==> src/rtl/imem_loader_pkg.sv <==
`default_nettype none
// ============================================================================
//  Module      : imem_loader_pkg
//  Description : Shared definitions for the instruction-memory program loader.
//                Holds the default frame header byte and the loader FSM
//                state encoding.
//  Revision    : 1.0  initial release
// ============================================================================
package imem_loader_pkg;

  // Default frame header byte.
  localparam logic [7:0] SYNC_DEFAULT = 8'hA5;

  // Loader FSM states, explicitly 3 bits wide.
  typedef enum logic [2:0] {
    ST_IDLE = 3'd0,
    ST_HDR  = 3'd1,
    ST_LEN  = 3'd2,
    ST_HI   = 3'd3,
    ST_LO   = 3'd4,
    ST_CSUM = 3'd5,
    ST_DONE = 3'd6,
    ST_ERR  = 3'd7
  } state_t;

endpackage : imem_loader_pkg
`default_nettype wire

==> src/rtl/imem_loader.sv <==
`default_nettype none
// ============================================================================
//  Module      : imem_loader
//  Description : Program loader placed in front of the instruction memory.
//                Receives a framed byte stream over a valid/ready handshake:
//                  SYNC, N, N x {hi, lo}, CSUM (XOR of all 2N payload bytes)
//                Each {hi, lo} pair is written to instruction memory one cycle
//                after the lo byte is accepted. The processor is held via
//                cpu_hold from the start of a load until a frame completes
//                with a good checksum.
//  Ports       :
//    clk        in   system clock, rising edge
//    rst        in   asynchronous active-low reset
//    start      in   1-cycle pulse, begin or restart a load
//    rx_data    in   incoming byte
//    rx_valid   in   rx_data valid
//    rx_ready   out  loader accepts a byte (transfer = rx_valid & rx_ready)
//    im_we      out  instruction memory write strobe, 1 cycle per word
//    im_addr    out  instruction memory write address
//    im_wdata   out  instruction memory write data {hi, lo}
//    cpu_hold   out  processor must stall
//    done       out  sticky: last frame loaded with good checksum
//    err        out  sticky: last frame rejected
//    word_count out  words written in the current/last frame
//  Revision    : 1.0  initial release
// ============================================================================
module imem_loader
  import imem_loader_pkg::*;
#(
  parameter int         ADDR_W  = 6,
  parameter int         INSTR_W = 16,
  parameter logic [7:0] SYNC    = SYNC_DEFAULT
) (
  input  logic               clk,
  input  logic               rst,
  input  logic               start,
  input  logic [7:0]         rx_data,
  input  logic               rx_valid,
  output logic               rx_ready,
  output logic               im_we,
  output logic [ADDR_W-1:0]  im_addr,
  output logic [INSTR_W-1:0] im_wdata,
  output logic               cpu_hold,
  output logic               done,
  output logic               err,
  output logic [ADDR_W:0]    word_count
);

  localparam int unsigned DEPTH = 2 ** ADDR_W;

  typedef logic [ADDR_W:0] cnt_t;
  localparam cnt_t CNT_ONE = cnt_t'(1);

  state_t     state;
  state_t     state_next;
  logic       xfer;
  logic [7:0] csum;
  logic [7:0] hi_byte;
  cnt_t       len;
  logic       len_bad;
  cnt_t       count_inc;

  assign xfer      = rx_valid & rx_ready;
  assign count_inc = word_count + CNT_ONE;

  // N must be 1..DEPTH so the write address can never wrap.
  assign len_bad = (rx_data == 8'd0) || ({24'd0, rx_data} > DEPTH);

  // --------------------------------------------------------------------------
  // State register
  // --------------------------------------------------------------------------
  always_ff @(posedge clk or negedge rst) begin
    if (!rst) begin
      state <= ST_IDLE;
    end else begin
      state <= state_next;
    end
  end

  // --------------------------------------------------------------------------
  // Next-state logic. start overrides everything, including a byte
  // transferred in the same cycle (that byte is consumed and dropped).
  // --------------------------------------------------------------------------
  always_comb begin
    state_next = state;
    if (start) begin
      state_next = ST_HDR;
    end else begin
      case (state)
        ST_HDR:  if (xfer) state_next = (rx_data == SYNC) ? ST_LEN : ST_ERR;
        ST_LEN:  if (xfer) state_next = len_bad ? ST_ERR : ST_HI;
        ST_HI:   if (xfer) state_next = ST_LO;
        ST_LO:   if (xfer) state_next = (count_inc == len) ? ST_CSUM : ST_HI;
        ST_CSUM: if (xfer) state_next = (rx_data == csum) ? ST_DONE : ST_ERR;
        ST_DONE: state_next = ST_IDLE;
        default: state_next = state;   // IDLE and ERR wait for start
      endcase
    end
  end

  // --------------------------------------------------------------------------
  // Output decode
  // --------------------------------------------------------------------------
  always_comb begin
    rx_ready = 1'b0;
    case (state)
      ST_HDR, ST_LEN, ST_HI, ST_LO, ST_CSUM: rx_ready = 1'b1;
      default:                              rx_ready = 1'b0;
    endcase
  end

  // --------------------------------------------------------------------------
  // Datapath: byte assembly, checksum, memory write port and status flags.
  // --------------------------------------------------------------------------
  always_ff @(posedge clk or negedge rst) begin
    if (!rst) begin
      im_we      <= 1'b0;
      im_addr    <= '0;
      im_wdata   <= '0;
      cpu_hold   <= 1'b0;
      done       <= 1'b0;
      err        <= 1'b0;
      word_count <= '0;
      csum       <= 8'd0;
      hi_byte    <= 8'd0;
      len        <= '0;
    end else begin
      im_we <= 1'b0;
      if (start) begin
        cpu_hold   <= 1'b1;
        done       <= 1'b0;
        err        <= 1'b0;
        word_count <= '0;
        csum       <= 8'd0;
      end else begin
        if (xfer) begin
          case (state)
            ST_LEN: len <= cnt_t'(rx_data);  // only used when in range
            ST_HI: begin
              hi_byte <= rx_data;
              csum    <= csum ^ rx_data;
            end
            ST_LO: begin
              csum       <= csum ^ rx_data;
              im_we      <= 1'b1;
              im_addr    <= word_count[ADDR_W-1:0];
              im_wdata   <= {hi_byte, rx_data};
              word_count <= count_inc;
            end
            default: ;
          endcase
        end
        if (state == ST_CSUM && state_next == ST_DONE) begin
          done <= 1'b1;
        end
        if (state != ST_ERR && state_next == ST_ERR) begin
          err <= 1'b1;
        end
        // Release the processor as the FSM returns to IDLE after success.
        if (state == ST_DONE) begin
          cpu_hold <= 1'b0;
        end
      end
    end
  end

endmodule : imem_loader
`default_nettype wire
==> config.mk <==
export PLATFORM = sky130hd
export DESIGN_NAME = imem_loader
export DESIGN_NICKNAME = d
export VERILOG_FILES = /design/src/rtl/imem_loader_pkg.sv /design/src/rtl/imem_loader.sv
export SDC_FILE = /design/constraint.sdc
export NUM_CORES = 1
export LEC_CHECK = 0
export BUFFER_PORTS_ARGS = -buffer_cell sky130_fd_sc_hd__buf_4
export CAP_MARGIN = 15
export CORE_MARGIN = 1.5
export CORE_UTILIZATION = 50
export DETAILED_ROUTE_END_ITERATION = 10
export PLACE_DENSITY_LB_ADDON = 0.12
export SLEW_MARGIN = 0
export SYNTH_ARGS = -nofsm -noshare
export SYNTH_HDL_FRONTEND = slang
export SYNTH_SLANG_ARGS = --single-unit
export TNS_END_PERCENT = 100
==> constraint.sdc <==
create_clock -name clk -period 1.8 [get_ports clk]
set_input_delay 0.54 -clock clk [delete_from_list [all_inputs] [get_ports clk]]
set_output_delay 0.54 -clock clk [all_outputs]
set_load 0.02 [all_outputs]
==> run metrics, run 1 <==
outcome complete, but fails checks; violated checks setup timing; CTS Root Cell clkbuf_8; Max rail drop VDD between 1 and 1.5 mV; worst reg2reg setup slack -0.16 ns; kind of cell adding the most delay to the critical path compound AO/OA/AOI/OAI gates; Core Area about 0.0052 sq mm; Die Height ~77 microns; clk buf depth 2; most used routing layer met2; largest family of logic cells by synthesized area multiplexers; CP most frequent cell xnor2_2; Crit. Startpoint word_count[2]; First-pass DRT Iterations 4; Skew-Pair Late Insertion Delay 0.34 ns; ys async rst share 100%; Total Wirelength ~6700 microns; FP Rows 26; Yosys warnings 0; minimum clock period approximately 2 ns; CP max FO 4; share of post-route cells with drive strength above 1 between 50 and 60%; Worst Path Buf+Inv 0; Synth area leaders dfrtp_1 (54%), mux2_2 (15%), xnor2_1 (6.0%), xor2_1 (4.1%), nand2_1 (2.4%); simple-gate portion of the synthesized area between 10% and 20%; FF-to-FF End err; CTS tree done; wire length per cell ~17 microns; cell count along the critical path 6; grt met3 use between 5 and 6%; Total Routing Usage GR approximately a quarter; Synth top area share a little over half; Finished Cell Area 0.00391 sq mm; critical path data arrival time 2.19 ns; area of the mapped netlist between 0.002 and 0.003 sq mm; Pleak 1.87 nW; clock-pin slew on the worst setup and hold paths ~0.070 ns; worst slew pin tran 0.425 ns; Avg Synthesized Cell Area roughly 12 sq um; dominant register cell in the synthesized netlist dfrtp_1; Hold Slack roughly 0.13 ns; Syn Inst Count roughly 230; met1 Track Usage GR a little under a third; Post-Synth XOR/XNOR Area slightly above 10%; Hold Path Class in2async; type of origin of the critical path flip-flop; diode count 0; Hold Vio Cnt, Final 0; CP Capture Type flip-flop; Slew Viols, Final 0; Multi-input gate area 0.00131 sq mm; routability cong. ~0.84; slowest cell on the critical path dfrtp_2; drt initial violations between 200 and 250; Congestion Overflow GR 0; CP max stage delay roughly 0.46 ns; H-Tree Depth 3; Critical Path RT 2.03 ns; # IOs 46; mux contribution to synthesized area ~15%; worst rel slew slack between 70% and 80%; EDFF count, synth 0; Vias about 2200; Final Net Count between 300 and 400; CP Class reg2reg; RSZ-0062 raised after global routing yes; worst setup path endpoint err; antenna-violating nets left 0; DRC 0; compound-cell area share of the yosys netlist 5.62%; final worst setup slack -0.156 ns; # clock sinks between 50 and 60; routing usage on met2 between 40% and 50%; reg-to-reg startpoint word_count[2]; adder-cell share of the synthesized area less than 1%; Max Cap Violations 0; dpl hpwl ~4600 microns; final count of negative-setup-slack endpoints 3; largest net degree at the start of global routing 34; Initial Util around 53%; Fillers 367; Fin Setup TNS -0.191 ns; Synth cell types between 40 and 50; initial antenna violation count 0; syn nets around 250; R2R depth 6; DR vias/cell 5.40; Area Overhead vs Synth 41.7%; die area roughly 0.0060 sq mm; Synth Register Bits between 50 and 60; crit path cell chain xnor2_2 -> xnor2_2 -> nor4_2 -> nand3_1 -> a221o_1 -> a32o_1; first-pass GRT wire length 11200 microns; die width approximately 77 microns; Seq/Total Area, Yosys between 50% and 60%; Post-DP Area roughly 0.0035 sq mm; vias in the first global route 2330; area leader, netlist dfrtp_1; Hold Buf Count CTS 0; Power Dens Cells roughly 1200 mW/mm^2; FF/Latch Area ~0.0015 sq mm; Max Clock Freq 0.511 GHz; Port Buffers 45; Clock Skew approximately 0.011 ns; Tot Pwr 4.67 mW; Tcrit/Tclk final 109%; CTS buffer count 9
[metrics by stage]
stage,utilization [%],std cells,setup slack [ns]
5_1_grt,75.1,407,-0.243
3_3_place_gp,68.0,384,-0.263
4_1_cts,74.2,406,-0.110
3_5_place_dp,68.0,384,-0.298
2_1_floorplan,-,233,-0.0772
6_report,75.1,407,-0.156
[cells in the mapped netlist, drive strengths merged, types with 2 or more instances]
| cell type | number |
|---|---|
| nor4 | 2 |
| buf | 6 |
| nor2b | 2 |
| a31oi | 2 |
| nor2 | 18 |
| o21ai | 4 |
| nand4 | 4 |
| xor2 | 13 |
| dfrtp | 59 |
| or3 | 3 |
| nand3 | 9 |
| nand2 | 18 |
| nor3 | 4 |
| clkbuf | 4 |
| xnor2 | 19 |
| a21oi | 5 |
| inv | 3 |
| mux2 | 37 |
[worst reg2reg max path, stage by stage, from the launching register on]
cell     delay [ns]
dfrtp_2        0.46
xnor2_2        0.17
xnor2_2        0.15
nor4_2         0.31
nand3_1        0.14
a221o_1        0.37
a32o_1         0.25
[state kept, by name (all words and copies together) (netlist names)]
register,cells
done,1
word_count,7
len,7
cpu_hold,1
err,1
state,3
im_addr,6
im_we,1
im_wdata,16
hi_byte,8
csum,8
[how the worst min path moves through the flow]
stage                     from             to  slack [ns]  depth (start not counted)
finish                     rst     im_addr[4]        0.13                          1
global route               rst     im_addr[4]        0.15                          1
CTS                        rst  word_count[5]        0.15                          1
detailed placement  hi_byte[2]     hi_byte[2]        0.49                          1
global placement      cpu_hold       cpu_hold        0.46                          2
floorplan                  rst       cpu_hold        0.24                          0
[where the power goes]
group	internal (mW)	switching, mW
sequential	1.65	0.207
clock	0.853	0.529
combinational	0.750	0.676
total	3.26	1.41
[kinds of logic (layout without fill, tap and decap cells)]
logic type	count (synthesis)	count (layout)
AO/OA/AOI/OAI	22	22
XOR/XNOR	32	32
multiplexers	38	38
buffers and inverters	13	117
AND/OR/NAND/NOR	68	68
flip-flops	59	59
adder cells (fa/ha/maj)	1	1
[area by class of cell]
| type | count | area share (%) |
|---|---|---|
| Clock buffer | 12 | 3.97 |
| Sequential cell | 59 | 37.9 |
| Clock inverter | 4 | 1.86 |
| Inverter | 3 | 0.288 |
| Tap cell | 70 | 2.24 |
| Timing Repair Buffer | 98 | 20.3 |
| Multi-Input combinational cell | 161 | 33.5 |
[routing by layer]
metal | up-vias | share of wire (%) | wire length (microns)
li1 | 1015 | - | -
met2 | 74 | 50 | 3360
met1 | 1088 | 42 | 2800
met4 | 0 | 2.1 | 138
met3 | 19 | 6.3 | 422
met5 | - | 0 | 0
[cells in the final DEF (no fill, tap or decap), types with 2 or more instances in the layout]
master / Yosys / final
xnor2_1: 19 / 14
or3_1: 3 / 3
a21oi_1: 5 / 5
o21ai_0: 4 / 4
buf_12: 0 / 3
buf_6: 0 / 5
clkbuf_8: 0 / 11
xnor2_2: 0 / 5
nor2_2: 1 / 2
buf_4: 0 / 90
mux2_2: 37 / 37
nand4_1: 4 / 4
nand3_2: 2 / 2
nor2_1: 17 / 16
nand3_1: 7 / 6
dfrtp_1: 59 / 54
inv_1: 3 / 3
dfrtp_2: 0 / 5
nor3_1: 4 / 3
nand2_1: 18 / 18
bufinv_16: 0 / 2
nor2b_1: 2 / 2
xor2_1: 13 / 13
[timing repair]
item	CTS	global route
pin swaps	5	4
setup buffers	6	2
resized for setup	11	8
setup endpoints to repair	2	25
Power figures use the tool's default switching activity.
==> inputs of run 2 (changes only) <==
Settings changed: CORE_ASPECT_RATIO set to 1.2.
==> run 2 against run 1 <==
The run still ends with setup timing left. Flip-flop and latch count stayed put. Cell count shrank 2.2%. Combinational power hardly changed. Critical path type unchanged. Critical endpoint unchanged. Largest cell class unchanged.
==> run metrics, run 2 (synthesis results as in run 1) <==
slowest cell on the critical path dfrtp_2; Max Cap Violations 0; Die Height between 80 and 90 microns; die area about 0.006 sq mm; Sw Share just over 30%; Hold Path Class in2async; most common cell after layout, fill and taps aside buf_4; Area Overhead vs Synth 38.8%; Initial Util between 50% and 60%; FP Rows 29; Total Wirelength about 6400 microns; combinational power share a little under a third; Port Buffers 45; Biggest register im_wdata; CP Capture Type flip-flop; switching power about 1.4 mW; Pleak approximately 1.8 nW; CTS buffer count 9; most frequent cells in the layout buf_4 (88), dfrtp_1 (55), mux2_2 (37), nand2_1 (18), xnor2_1 (18); H-Tree Depth 3; CP max FO 2; DR vias/cell ~5.5; Clk pwr share 27.9%; Critical Path RT a little over 2 ns; FF-to-FF End err; # clock sinks 59; max FFs per register 16; DRC 0; crit path cell chain ha_4 -> xor2_2 -> nor4_2 -> nand3_1 -> a221o_1 -> a32o_1; routing usage on met2 between 30% and 40%; met1 Track Usage GR between 20% and 30%; routability cong. between 0.8 and 0.9; minimum clock period 1.94 ns; Total Routing Usage GR about 22%; CTS Root Cell clkbuf_8; clock-pin slew on the worst setup and hold paths 0.07 ns; internal power roughly 3.2 mW; first-pass GRT wire length a little over 10000 microns; Skew-Pair Late Insertion Delay approximately 0.34 ns; Slew Viols, Final 0; dpl hpwl 4330 microns; type of origin of the critical path flip-flop; RSZ-0062 raised after global routing yes; clk buf depth 2; initial antenna violation count 0; worst setup path endpoint err; First-pass DRT Iterations 4; worst reg2reg setup slack -0.14 ns; Tcrit/Tclk final 108%; Reg power frac between 40% and 50%; violated checks setup timing; Clock Skew 0.00651 ns; drt initial violations 130; final count of negative-setup-slack endpoints 2; CP Class reg2reg; Max rail drop VDD about 1.1 mV; worst slew pin tran between 0.3 and 0.4 ns; biggest regs im_wdata x16, csum x8, hi_byte x8; Crit. Startpoint word_count[0]; critical path data arrival time around 2.2 ns; Max Clock Freq ~0.51 GHz; Congestion Overflow GR 0; diode count 0; outcome complete, but fails checks; wire length per cell between 15 and 20 microns; R2R depth 6; reg-to-reg startpoint word_count[0]; worst slack at placement -0.292 ns; final worst setup slack -0.143 ns; worst rel slew slack 77.3%; share of post-route cells with drive strength above 1 49.4%; vias in the first global route 2101; CP max stage delay between 0.4 and 0.5 ns; # IOs 46; largest net degree at the start of global routing 45; Fin Setup TNS -0.148 ns; antenna-violating nets left 0; most used routing layer met2; die width 70.8 microns; grt met3 use 4.68%; Power Dens Cells about 1200 mW/mm^2; Core Area around 0.0053 sq mm; Vias around 2200; CTS tree done; Final Net Count approximately 340; Hold Vio Cnt, Final 0
## run 2: critical path: cells and delay by family (launching register included)
family	cells	cell delay [ns]
fa+ha+maj	1	0.25
simple gates	2	0.39
xor+xnor	1	0.14
flops	1	0.43
compound gates	2	0.63
## run 2: layer usage
metal,wire length (microns),part of all wire [%],vias to the layer above
met3,304,4.8,19
li1,-,-,1017
met1,2770,44,1092
met2,3090,49,63
met4,194,3.1,0
met5,0,0,-
## run 2: stage by stage
stage               utilization [%]  instance area [sq um]  power, mW  instances  hold slack [ns]
finish                         72.3                   3830       4.56        398           0.0488
global route                   72.3                   3830       4.77        398           0.0600
detailed placement             65.4                   3460       3.17        369            0.423
floorplan                         -                   2780       2.62        233            0.244
CTS                            70.0                   3710       4.47        386           0.0497
global placement               65.4                   3460       3.13        369            0.422
## run 2: worst min-delay path by stage
stage	startpoint	to	slack [ns]	depth (start not counted)
after floorplan	rst	cpu_hold	0.24	0
after global placement	rst	im_addr[5]	0.42	1
after detailed placement	rst	im_addr[5]	0.42	1
after CTS	rst	im_addr[5]	0.05	1
after global routing	rst	cpu_hold	0.06	1
final	rst	word_count[3]	0.05	1
## run 2: what timing repair did
item	CTS	global route
resized for setup	8	6
setup endpoints to repair	14	33
buffers inserted	1	11
pin swaps	3	7
hold buffers	0	0
gates cloned	0	1
## run 2: final cells by class
type,instances,area [sq um]
Inverter,3,11.3
Fill cell,399,1470
Clock inverter,4,47.5
Tap cell,62,77.6
Sequential cell,59,1480
Clock buffer,12,165
Timing Repair Buffer,97,773
Multi-Input combinational cell,161,1270
## run 2: power groups by stage
stage / registers, mW / clock network (mW) / logic, mW
6_report: 1.86 / 1.27 / 1.43
5_1_grt: 1.89 / 1.35 / 1.52
4_1_cts: 1.86 / 1.30 / 1.30
3_5_place_dp: 1.88 / 0 / 1.28
3_3_place_gp: 1.87 / 0 / 1.26
2_1_floorplan: 2.01 / 0 / 0.617
